### config.mk
export PLATFORM = sky130hd
export DESIGN_NAME = wb_tgt_ram_flat
export DESIGN_NICKNAME = d
export VERILOG_FILES = /design/src/rtl/wbxbc_pkg.sv /design/src/rtl/wb_tgt_ram_if.sv /design/src/rtl/wb_tgt_ram_rsp_pipe.sv /design/src/rtl/wb_tgt_ram.sv /design/src/flat_wrapper.sv
export SDC_FILE = /design/constraint.sdc
export NUM_CORES = 2
export LEC_CHECK = 0
export CAP_MARGIN = 20
export CELL_PAD_IN_SITES_DETAIL_PLACEMENT = 0
export CELL_PAD_IN_SITES_GLOBAL_PLACEMENT = 1
export CORE_MARGIN = 2
export CORE_UTILIZATION = 35
export DETAILED_ROUTE_END_ITERATION = 16
export PLACE_DENSITY_LB_ADDON = 0.1
export SYNTH_ARGS = -nofsm -noshare
export SYNTH_HDL_FRONTEND = slang
export SYNTH_SLANG_ARGS = --single-unit
export TNS_END_PERCENT = 5
### constraint.sdc
create_clock -name clk_i -period 3.6 [get_ports clk_i]
set_input_delay 0.72 -clock clk_i [delete_from_list [all_inputs] [get_ports clk_i]]
set_output_delay 0.72 -clock clk_i [all_outputs]
set_load 0.05 [all_outputs]
### src/rtl/wbxbc_pkg.sv
// Shared definitions for the Wishbone target RAM slice: response pipeline
// depth bounds and a helper to validate a requested latency.
package wbxbc_pkg;

  localparam int unsigned LATENCY_MIN = 1;
  localparam int unsigned LATENCY_MAX = 8;

  function automatic bit latency_ok(input int unsigned lat);
    return (lat >= LATENCY_MIN) && (lat <= LATENCY_MAX);
  endfunction

endpackage

### src/rtl/wb_tgt_ram_if.sv
// Pipelined Wishbone target-side bus bundle; master drives requests,
// slave returns terminations and stall.
interface wb_tgt_ram_if #(
  parameter int unsigned ADR_WIDTH  = 8,
  parameter int unsigned DAT_WIDTH  = 16,
  parameter int unsigned SEL_WIDTH  = 2,
  parameter int unsigned TGA_WIDTH  = 1,
  parameter int unsigned TGRD_WIDTH = 1
);

  logic                  tgt_cyc_i;
  logic                  tgt_stb_i;
  logic                  tgt_we_i;
  logic [SEL_WIDTH-1:0]  tgt_sel_i;
  logic [ADR_WIDTH-1:0]  tgt_adr_i;
  logic [DAT_WIDTH-1:0]  tgt_dat_i;
  logic [TGA_WIDTH-1:0]  tgt_tga_i;
  logic                  tgt_ack_o;
  logic                  tgt_err_o;
  logic                  tgt_rty_o;
  logic                  tgt_stall_o;
  logic [DAT_WIDTH-1:0]  tgt_dat_o;
  logic [TGRD_WIDTH-1:0] tgt_tgd_o;

  modport master (
    output tgt_cyc_i, tgt_stb_i, tgt_we_i, tgt_sel_i, tgt_adr_i, tgt_dat_i, tgt_tga_i,
    input  tgt_ack_o, tgt_err_o, tgt_rty_o, tgt_stall_o, tgt_dat_o, tgt_tgd_o
  );

  modport slave (
    input  tgt_cyc_i, tgt_stb_i, tgt_we_i, tgt_sel_i, tgt_adr_i, tgt_dat_i, tgt_tga_i,
    output tgt_ack_o, tgt_err_o, tgt_rty_o, tgt_stall_o, tgt_dat_o, tgt_tgd_o
  );

endinterface

### src/rtl/wb_tgt_ram_rsp_pipe.sv
// Fixed-depth response slot shift register; clr empties every slot so
// pending terminations are discarded on reset or bus-cycle abort.
module wb_tgt_ram_rsp_pipe
  import wbxbc_pkg::*;
#(
  parameter int unsigned DAT_WIDTH  = 16,
  parameter int unsigned TGRD_WIDTH = 1,
  parameter int unsigned LATENCY    = 2
) (
  input  logic                  clk_i,
  input  logic                  clr,
  input  logic                  in_vld,
  input  logic                  in_err,
  input  logic [DAT_WIDTH-1:0]  in_dat,
  input  logic [TGRD_WIDTH-1:0] in_tgd,
  output logic                  out_vld,
  output logic                  out_err,
  output logic [DAT_WIDTH-1:0]  out_dat,
  output logic [TGRD_WIDTH-1:0] out_tgd
);

  typedef struct packed {
    logic                  vld;
    logic                  err;
    logic [DAT_WIDTH-1:0]  dat;
    logic [TGRD_WIDTH-1:0] tgd;
  } slot_t;

  if (!latency_ok(LATENCY)) begin : g_bad_latency
    $error("wb_tgt_ram_rsp_pipe: LATENCY out of range");
  end

  slot_t stage [LATENCY];

  always_ff @(posedge clk_i) begin
    if (clr) begin
      for (int unsigned i = 0; i < LATENCY; i++) stage[i] <= '0;
    end else begin
      stage[0] <= '{vld: in_vld, err: in_err, dat: in_dat, tgd: in_tgd};
      for (int unsigned i = 1; i < LATENCY; i++) stage[i] <= stage[i-1];
    end
  end

  assign out_vld = stage[LATENCY-1].vld;
  assign out_err = stage[LATENCY-1].err;
  assign out_dat = stage[LATENCY-1].dat;
  assign out_tgd = stage[LATENCY-1].tgd;

endmodule

### src/rtl/wb_tgt_ram.sv
// Pipelined Wishbone target RAM: one request per cycle, fixed-latency
// ACK/ERR termination, out-of-range addresses answered with ERR.
module wb_tgt_ram
  import wbxbc_pkg::*;
#(
  parameter int unsigned ADR_WIDTH  = 8,
  parameter int unsigned DAT_WIDTH  = 16,
  parameter int unsigned SEL_WIDTH  = 2,
  parameter int unsigned DEPTH      = 192,
  parameter int unsigned TGA_WIDTH  = 1,
  parameter int unsigned TGRD_WIDTH = 1,
  parameter int unsigned LATENCY    = 2
) (
  input  logic          clk_i,
  input  logic          sync_rst_i,
  input  logic          stall_req_i,
  wb_tgt_ram_if.slave   tgt
);

  localparam int unsigned LANE = DAT_WIDTH / SEL_WIDTH;
  localparam logic [ADR_WIDTH:0] DEPTH_LIM = (ADR_WIDTH+1)'(DEPTH);

  logic [DAT_WIDTH-1:0]  mem [DEPTH];
  logic                  acc;
  logic                  inr;
  logic                  wr_en;
  logic [TGRD_WIDTH-1:0] tga_x;
  logic                  in_vld;
  logic                  in_err;
  logic [DAT_WIDTH-1:0]  in_dat;
  logic [TGRD_WIDTH-1:0] in_tgd;
  logic                  out_vld;
  logic                  out_err;

  if (TGRD_WIDTH > TGA_WIDTH) begin : g_tga_ext
    assign tga_x = {{(TGRD_WIDTH-TGA_WIDTH){1'b0}}, tgt.tgt_tga_i};
  end else begin : g_tga_trunc
    assign tga_x = tgt.tgt_tga_i[TGRD_WIDTH-1:0];
  end

  assign tgt.tgt_stall_o = stall_req_i;
  assign tgt.tgt_rty_o   = 1'b0;

  // Reset gates acceptance so a request coinciding with reset neither
  // commits a write nor enters the response pipeline.
  always_comb begin
    inr    = {1'b0, tgt.tgt_adr_i} < DEPTH_LIM;
    acc    = tgt.tgt_cyc_i & tgt.tgt_stb_i & ~stall_req_i & ~sync_rst_i;
    wr_en  = acc & tgt.tgt_we_i & inr;
    in_vld = acc;
    in_err = acc & ~inr;
    in_dat = '0;
    if (acc & ~tgt.tgt_we_i & inr) in_dat = mem[tgt.tgt_adr_i];
    in_tgd = acc ? tga_x : '0;
  end

  always_ff @(posedge clk_i) begin
    if (wr_en) begin
      for (int unsigned k = 0; k < SEL_WIDTH; k++) begin
        if (tgt.tgt_sel_i[k])
          mem[tgt.tgt_adr_i][k*LANE +: LANE] <= tgt.tgt_dat_i[k*LANE +: LANE];
      end
    end
  end

  wb_tgt_ram_rsp_pipe #(
    .DAT_WIDTH  (DAT_WIDTH),
    .TGRD_WIDTH (TGRD_WIDTH),
    .LATENCY    (LATENCY)
  ) u_rsp_pipe (
    .clk_i   (clk_i),
    .clr     (sync_rst_i | ~tgt.tgt_cyc_i),
    .in_vld  (in_vld),
    .in_err  (in_err),
    .in_dat  (in_dat),
    .in_tgd  (in_tgd),
    .out_vld (out_vld),
    .out_err (out_err),
    .out_dat (tgt.tgt_dat_o),
    .out_tgd (tgt.tgt_tgd_o)
  );

  assign tgt.tgt_ack_o = out_vld & ~out_err;
  assign tgt.tgt_err_o = out_vld & out_err;

endmodule

### src/flat_wrapper.sv
// flat-port wrapper written by rule: the top's interface ports become plain ports
module wb_tgt_ram_flat import wbxbc_pkg::*;
#(
  parameter int unsigned ADR_WIDTH  = 8,
  parameter int unsigned DAT_WIDTH  = 16,
  parameter int unsigned SEL_WIDTH  = 2,
  parameter int unsigned DEPTH      = 192,
  parameter int unsigned TGA_WIDTH  = 1,
  parameter int unsigned TGRD_WIDTH = 1,
  parameter int unsigned LATENCY    = 2
)
  (clk_i, sync_rst_i, stall_req_i, tgt_tgt_cyc_i, tgt_tgt_stb_i, tgt_tgt_we_i, tgt_tgt_sel_i, tgt_tgt_adr_i, tgt_tgt_dat_i, tgt_tgt_tga_i, tgt_tgt_ack_o, tgt_tgt_err_o, tgt_tgt_rty_o, tgt_tgt_stall_o, tgt_tgt_dat_o, tgt_tgt_tgd_o);
  wb_tgt_ram_if #(.ADR_WIDTH(ADR_WIDTH), .DAT_WIDTH(DAT_WIDTH), .SEL_WIDTH(SEL_WIDTH), .TGA_WIDTH(TGA_WIDTH), .TGRD_WIDTH(TGRD_WIDTH)) tgt_i ();
  input  logic clk_i;
  input  logic sync_rst_i;
  input  logic stall_req_i;
  input wire logic [$bits(tgt_i.tgt_cyc_i)-1:0] tgt_tgt_cyc_i;
  input wire logic [$bits(tgt_i.tgt_stb_i)-1:0] tgt_tgt_stb_i;
  input wire logic [$bits(tgt_i.tgt_we_i)-1:0] tgt_tgt_we_i;
  input wire logic [$bits(tgt_i.tgt_sel_i)-1:0] tgt_tgt_sel_i;
  input wire logic [$bits(tgt_i.tgt_adr_i)-1:0] tgt_tgt_adr_i;
  input wire logic [$bits(tgt_i.tgt_dat_i)-1:0] tgt_tgt_dat_i;
  input wire logic [$bits(tgt_i.tgt_tga_i)-1:0] tgt_tgt_tga_i;
  output wire logic [$bits(tgt_i.tgt_ack_o)-1:0] tgt_tgt_ack_o;
  output wire logic [$bits(tgt_i.tgt_err_o)-1:0] tgt_tgt_err_o;
  output wire logic [$bits(tgt_i.tgt_rty_o)-1:0] tgt_tgt_rty_o;
  output wire logic [$bits(tgt_i.tgt_stall_o)-1:0] tgt_tgt_stall_o;
  output wire logic [$bits(tgt_i.tgt_dat_o)-1:0] tgt_tgt_dat_o;
  output wire logic [$bits(tgt_i.tgt_tgd_o)-1:0] tgt_tgt_tgd_o;
  assign tgt_i.tgt_cyc_i = tgt_tgt_cyc_i;
  assign tgt_i.tgt_stb_i = tgt_tgt_stb_i;
  assign tgt_i.tgt_we_i = tgt_tgt_we_i;
  assign tgt_i.tgt_sel_i = tgt_tgt_sel_i;
  assign tgt_i.tgt_adr_i = tgt_tgt_adr_i;
  assign tgt_i.tgt_dat_i = tgt_tgt_dat_i;
  assign tgt_i.tgt_tga_i = tgt_tgt_tga_i;
  assign tgt_tgt_ack_o = tgt_i.tgt_ack_o;
  assign tgt_tgt_err_o = tgt_i.tgt_err_o;
  assign tgt_tgt_rty_o = tgt_i.tgt_rty_o;
  assign tgt_tgt_stall_o = tgt_i.tgt_stall_o;
  assign tgt_tgt_dat_o = tgt_i.tgt_dat_o;
  assign tgt_tgt_tgd_o = tgt_i.tgt_tgd_o;
  wb_tgt_ram #(.ADR_WIDTH(ADR_WIDTH), .DAT_WIDTH(DAT_WIDTH), .SEL_WIDTH(SEL_WIDTH), .DEPTH(DEPTH), .TGA_WIDTH(TGA_WIDTH), .TGRD_WIDTH(TGRD_WIDTH), .LATENCY(LATENCY)) u_core (.clk_i(clk_i), .sync_rst_i(sync_rst_i), .stall_req_i(stall_req_i), .tgt(tgt_i));
endmodule
; ---- After elaboration in Yosys (flattened, before gate mapping)
; Memories as Yosys holds them, arrays and structs flattened.
; Cells that the tools add are included.
[word_totals]
regBits = 0
latchBits = 0
mem_bits_rw = 3110
rom_bits = 0
inputBits = 33
out_inout_bits = 21
word_cells = 35
memories = 2
[classes]
addsub = 0
multipliers = 0
div_mod_pow = 0
order_cmp = 1
n_eq_ne = 0
shifts = 0
muxes = 13
bitwise_logic = 19
n_reduce_logical = 0
[memory_table]
columns = memory, words, word_bits, rd, rd_ports_with_merged_regs, wr, line_no
row1 = u_core.mem, 192, 16, 1, 0, 1, wb_tgt_ram.sv:23  ; logic [DAT_WIDTH-1:0] mem [DEPTH];
row2 = u_core.u_rsp_pipe.stage, 2, 19, 2, 0, 2, wb_tgt_ram_rsp_pipe.sv:33  ; slot_t stage [LATENCY];
[ops]
columns = operator, count
row1 = two-way mux 19 bit, 2
row2 = two-way mux 16 bit, 1
row3 = AND 1 bit, 10
row4 = two-way mux 1 bit, 10
row5 = "less-than comparator 8 bit, second input constant", 1
row6 = inverter 1 bit, 6
row7 = OR 1 bit, 3

; ---- Depth between registers and ports, before layout
[logic_depth]
depth_word = 7
depth_mapped = 11
depth_no_buf = 6

; ---- Hierarchy
; Synthesis repeated with hierarchy kept, for this count alone.
[unflattened]
cells_unflattened = 5455
area_unflattened_um2 = 120274.1
[modules_own_cells]
columns = module, instances, cells_per_inst, area_each_um2
row1 = wb_tgt_ram, 1, 5359, 118941.6
row2 = wb_tgt_ram_rsp_pipe, 1, 96, 1332.5

; ---- Worst setup path before layout
; No wires, ideal clock.
[synth_path]
path_type = input to register
start = in tgt_tgt_adr_i[0]
end = mem u_core.mem[67][0], enable pin
setup_ps = 370
arrival_time_ps = 2735
path_slack_ps = 494
stages = 10
n_path_buf = 8
cell_sequence = buf_6 > buf_6 > buf_6 > buf_4 > buf_6 > buf_2 > buf_2 > nand3_1 > clkbuf_1 > nor2_1
[synth_between]
elab_chain_cells = 4
[synth_rtl]
columns = element, line_no
row1 = from (decl), flat_wrapper.sv:21  ; input wire logic [$bits(tgt_i.tgt_adr_i)-1:0] tgt_tgt_adr_i;
row2 = less-than comparator 8 bit, wb_tgt_ram.sv:47  ; inr = {1'b0, tgt.tgt_adr_i} < DEPTH_LIM;
row3 = AND 1 bit, wb_tgt_ram.sv:49  ; wr_en = acc & tgt.tgt_we_i & inr;
row4 = two-way mux 1 bit, wb_tgt_ram.sv:58  ; if (wr_en) begin
row5 = two-way mux 1 bit (implied by the code), wb_tgt_ram.sv:61  ; mem[tgt.tgt_adr_i][k*LANE +: LANE] <= tgt.tgt_dat_i[k*LANE +: LANE];
row6 = to (decl), wb_tgt_ram.sv:23
; Parallel ways exist; a longest one is shown, timed or not.

==> metrics <==
status completed; non-filler cells, final roughly 12,000; Final #Nets just under 7,000; Vias/cell 5.27; CP max stage cell nor3_1; # port buffers 52; cell count after placement ~11,000; CP Cell Sequence buf_8 -> buf_12 -> buf_12 -> mux4_2 -> a22oi_1 -> o211ai_1 -> buf_4 -> nor3_1 -> buf_4 -> a41oi_1; pre-CTS setup slack -0.396 ns; Reg clk slew, reported paths roughly 0.06 ns; WL/cell 32.1 µm; Worst Hold Class in2reg; # IOs 54; DRC 0; f_max ~320 MHz; Async SR Flop Fraction 0%; final setup violation count 0; Post-synth EDFFs 3,072; critical path endpoint category flip-flop; final worst path period share between 80% and 90%; largest cells by area after synthesis edfxtp_1 (77%), mux4_2 (14%), mux2i_1 (1.6%), nor2_1 (1.3%), a22oi_1 (0.98%); H-tree level count 5; Post-synth top cells edfxtp_1 (3,072), mux4_2 (725), nor2_1 (427); CORE AREA about 340,000 µm²; Die H 589 µm; initial antenna violation count 22; hold buffers post-CTS 0; Worst Path Arrival 3.86 ns; CTS Sinks 3,110; Synthesized Nets 5,611; Slew Limit Fails 0; initial core utilization a little over a third; via count a little over 60,000; area leader, netlist edfxtp_1; smallest hold slack 0.211 ns; number of synthesized register bits between 3,000 and 4,000; Crit path largest cell delay around 0.70 ns; GPL Wtd Cong between 0.7 and 0.8; CP required 4.37 ns; clk_lat worst skew ~0.93 ns; max_slew headroom 17.6%; crit-path max FO 15; Avg Cell Area, Syn about 21 µm²; DR pass1 iterations 5; # rows 214; clock root buffer clkbuf_16; layout cells sized above 1 between 30% and 40%; leakage power approximately 47 nW; Post-CTS Setup Inserts 0; Least-Margin Pin Slew between 1 and 1.5 ns; GR Util All Layers a little over a fifth; final WL 370,000 µm; VDD IR-drop max about 0.33 mV; Max clock buf depth 4; post-synth top area share roughly three quarters; post-cts sizing count 0; most frequent cell after synthesis edfxtp_1; Area Growth Syn to Fin 20.8%; vias in the first global route roughly 63,000; library cells used by synthesis 61; Clock Skews approximately 0.035 ns; PnR worst setup slack 0.512 ns; setup TNS 0 ns; sequential area share after synthesis between 70 and 80%; CTS tree yes; fin crit period approximately 3.1 ns; Pwr Total 0.0781 W; Post-DRT Antenna Nets 0; detailed placement HPWL between 200,000 and 250,000 µm; total CTS buffers roughly 340; Primary FF master, synth edfxtp_1; die width a little under 600 µm; Remaining Overflow, GRT 0; final hold vios 0; unrepaired setup endpoints after global routing no; Synth Warn # 0; Post-Syn Area 120,000 µm²; Pwr Density between 500 and 600 nW/µm²; Crit Path Category in2reg; post-synthesis cell count ~5,600; largest net degree at the start of global routing around 110; startpoint types input pin; first-pass GRT wire length slightly above 500,000 µm; maxcap violations 0; DRT iter0 DRCs 5,776; Die ar. roughly 350,000 µm²
[cell usage in the layout (no fill, tap or decap), drive strengths merged, types with 14 or more instances in the layout]
cell type / n
clkinv: 157
a21oi: 46
mux4: 725
bufinv: 28
and2: 28
a221oi: 41
o22ai: 38
buf: 1105
edfxtp: 3072
a32oi: 15
a22oi: 156
nand3: 78
nor2: 427
o21ai: 32
o211ai: 22
clkdlybuf4s50: 28
mux2i: 196
mux2: 23
clkbuf: 415
diode: 14
a22o: 33
dfxtp: 38
inv: 17
nand2: 95
[state kept, by name, indices dropped and copies added (netlist names)]
register,count
u_core.u_rsp_pipe.stage,38
u_core.mem,3072
[report_power, final]
part / total, W / internal (W) / switching (W)
clock network: 0.0343 / 0.0198 / 0.0145
registers: 0.0398 / 0.0398 / 0.00000267
logic: 0.00405 / 0.00148 / 0.00257
[layer usage]
metal  GRT usage (%)  part of all wire [%]
met1            29.0                    43
met2            35.7                    50
met3            2.91                   4.6
met4            4.70                   2.3
met5               0                     0
[cells by family after synthesis]
kind of cell,synth area share [%]
AOI/OAI and AO/OA,2.69
buffers and inverters,1.67
DFF,77.6
muxes,15.5
other,0.00313
and+or+nand+nor,2.59
[final timing paths]
kind / start / cells past startpoint / slack, ns / endpoint
setup reg to reg: u_core.mem[70][5]$_DFFE_PP_ / 7 / 0.71 / u_core.u_rsp_pipe.stage[0][6]$_SDFF_PP0_
hold reg to reg: u_core.u_rsp_pipe.stage[0][18]$_SDFF_PP0_ / 1 / 0.43 / u_core.u_rsp_pipe.stage[0][37]$_SDFF_PP0_
setup / recovery: tgt_tgt_adr_i[0] / 10 / 0.51 / u_core.u_rsp_pipe.stage[0][6]$_SDFF_PP0_
hold / removal: tgt_tgt_dat_i[4] / 1 / 0.21 / u_core.mem[18][4]$_DFFE_PP_
[metrics by stage]
stage,utilization (%),area [µm²]
CTS,42.6,145000
detailed placement,39.4,134000
global placement,39.4,134000
finish,42.6,145000
global route,42.6,145000
floorplan,-,120000
[final cells by class]
cell class | count | area [µm²]
flip-flops and latches | 3110 | 93000
well taps | 4536 | 5680
repair buffers | 1133 | 10100
multi-input cells | 2103 | 25200
inverters | 2 | 15.0
clock inverters | 207 | 1850
clock buffers | 415 | 8980
diodes | 14 | 35.0
fillers | 29730 | 195000
[worst max-delay path: cells and delay by family]
family / cells / cell delay, ns
multiplexers: 1 / 0.58
AO/OA/AOI/OAI: 3 / 0.75
buffers and inverters: 5 / 1.03
AND/OR/NAND/NOR: 1 / 0.70
Power figures use the tool's default switching activity.
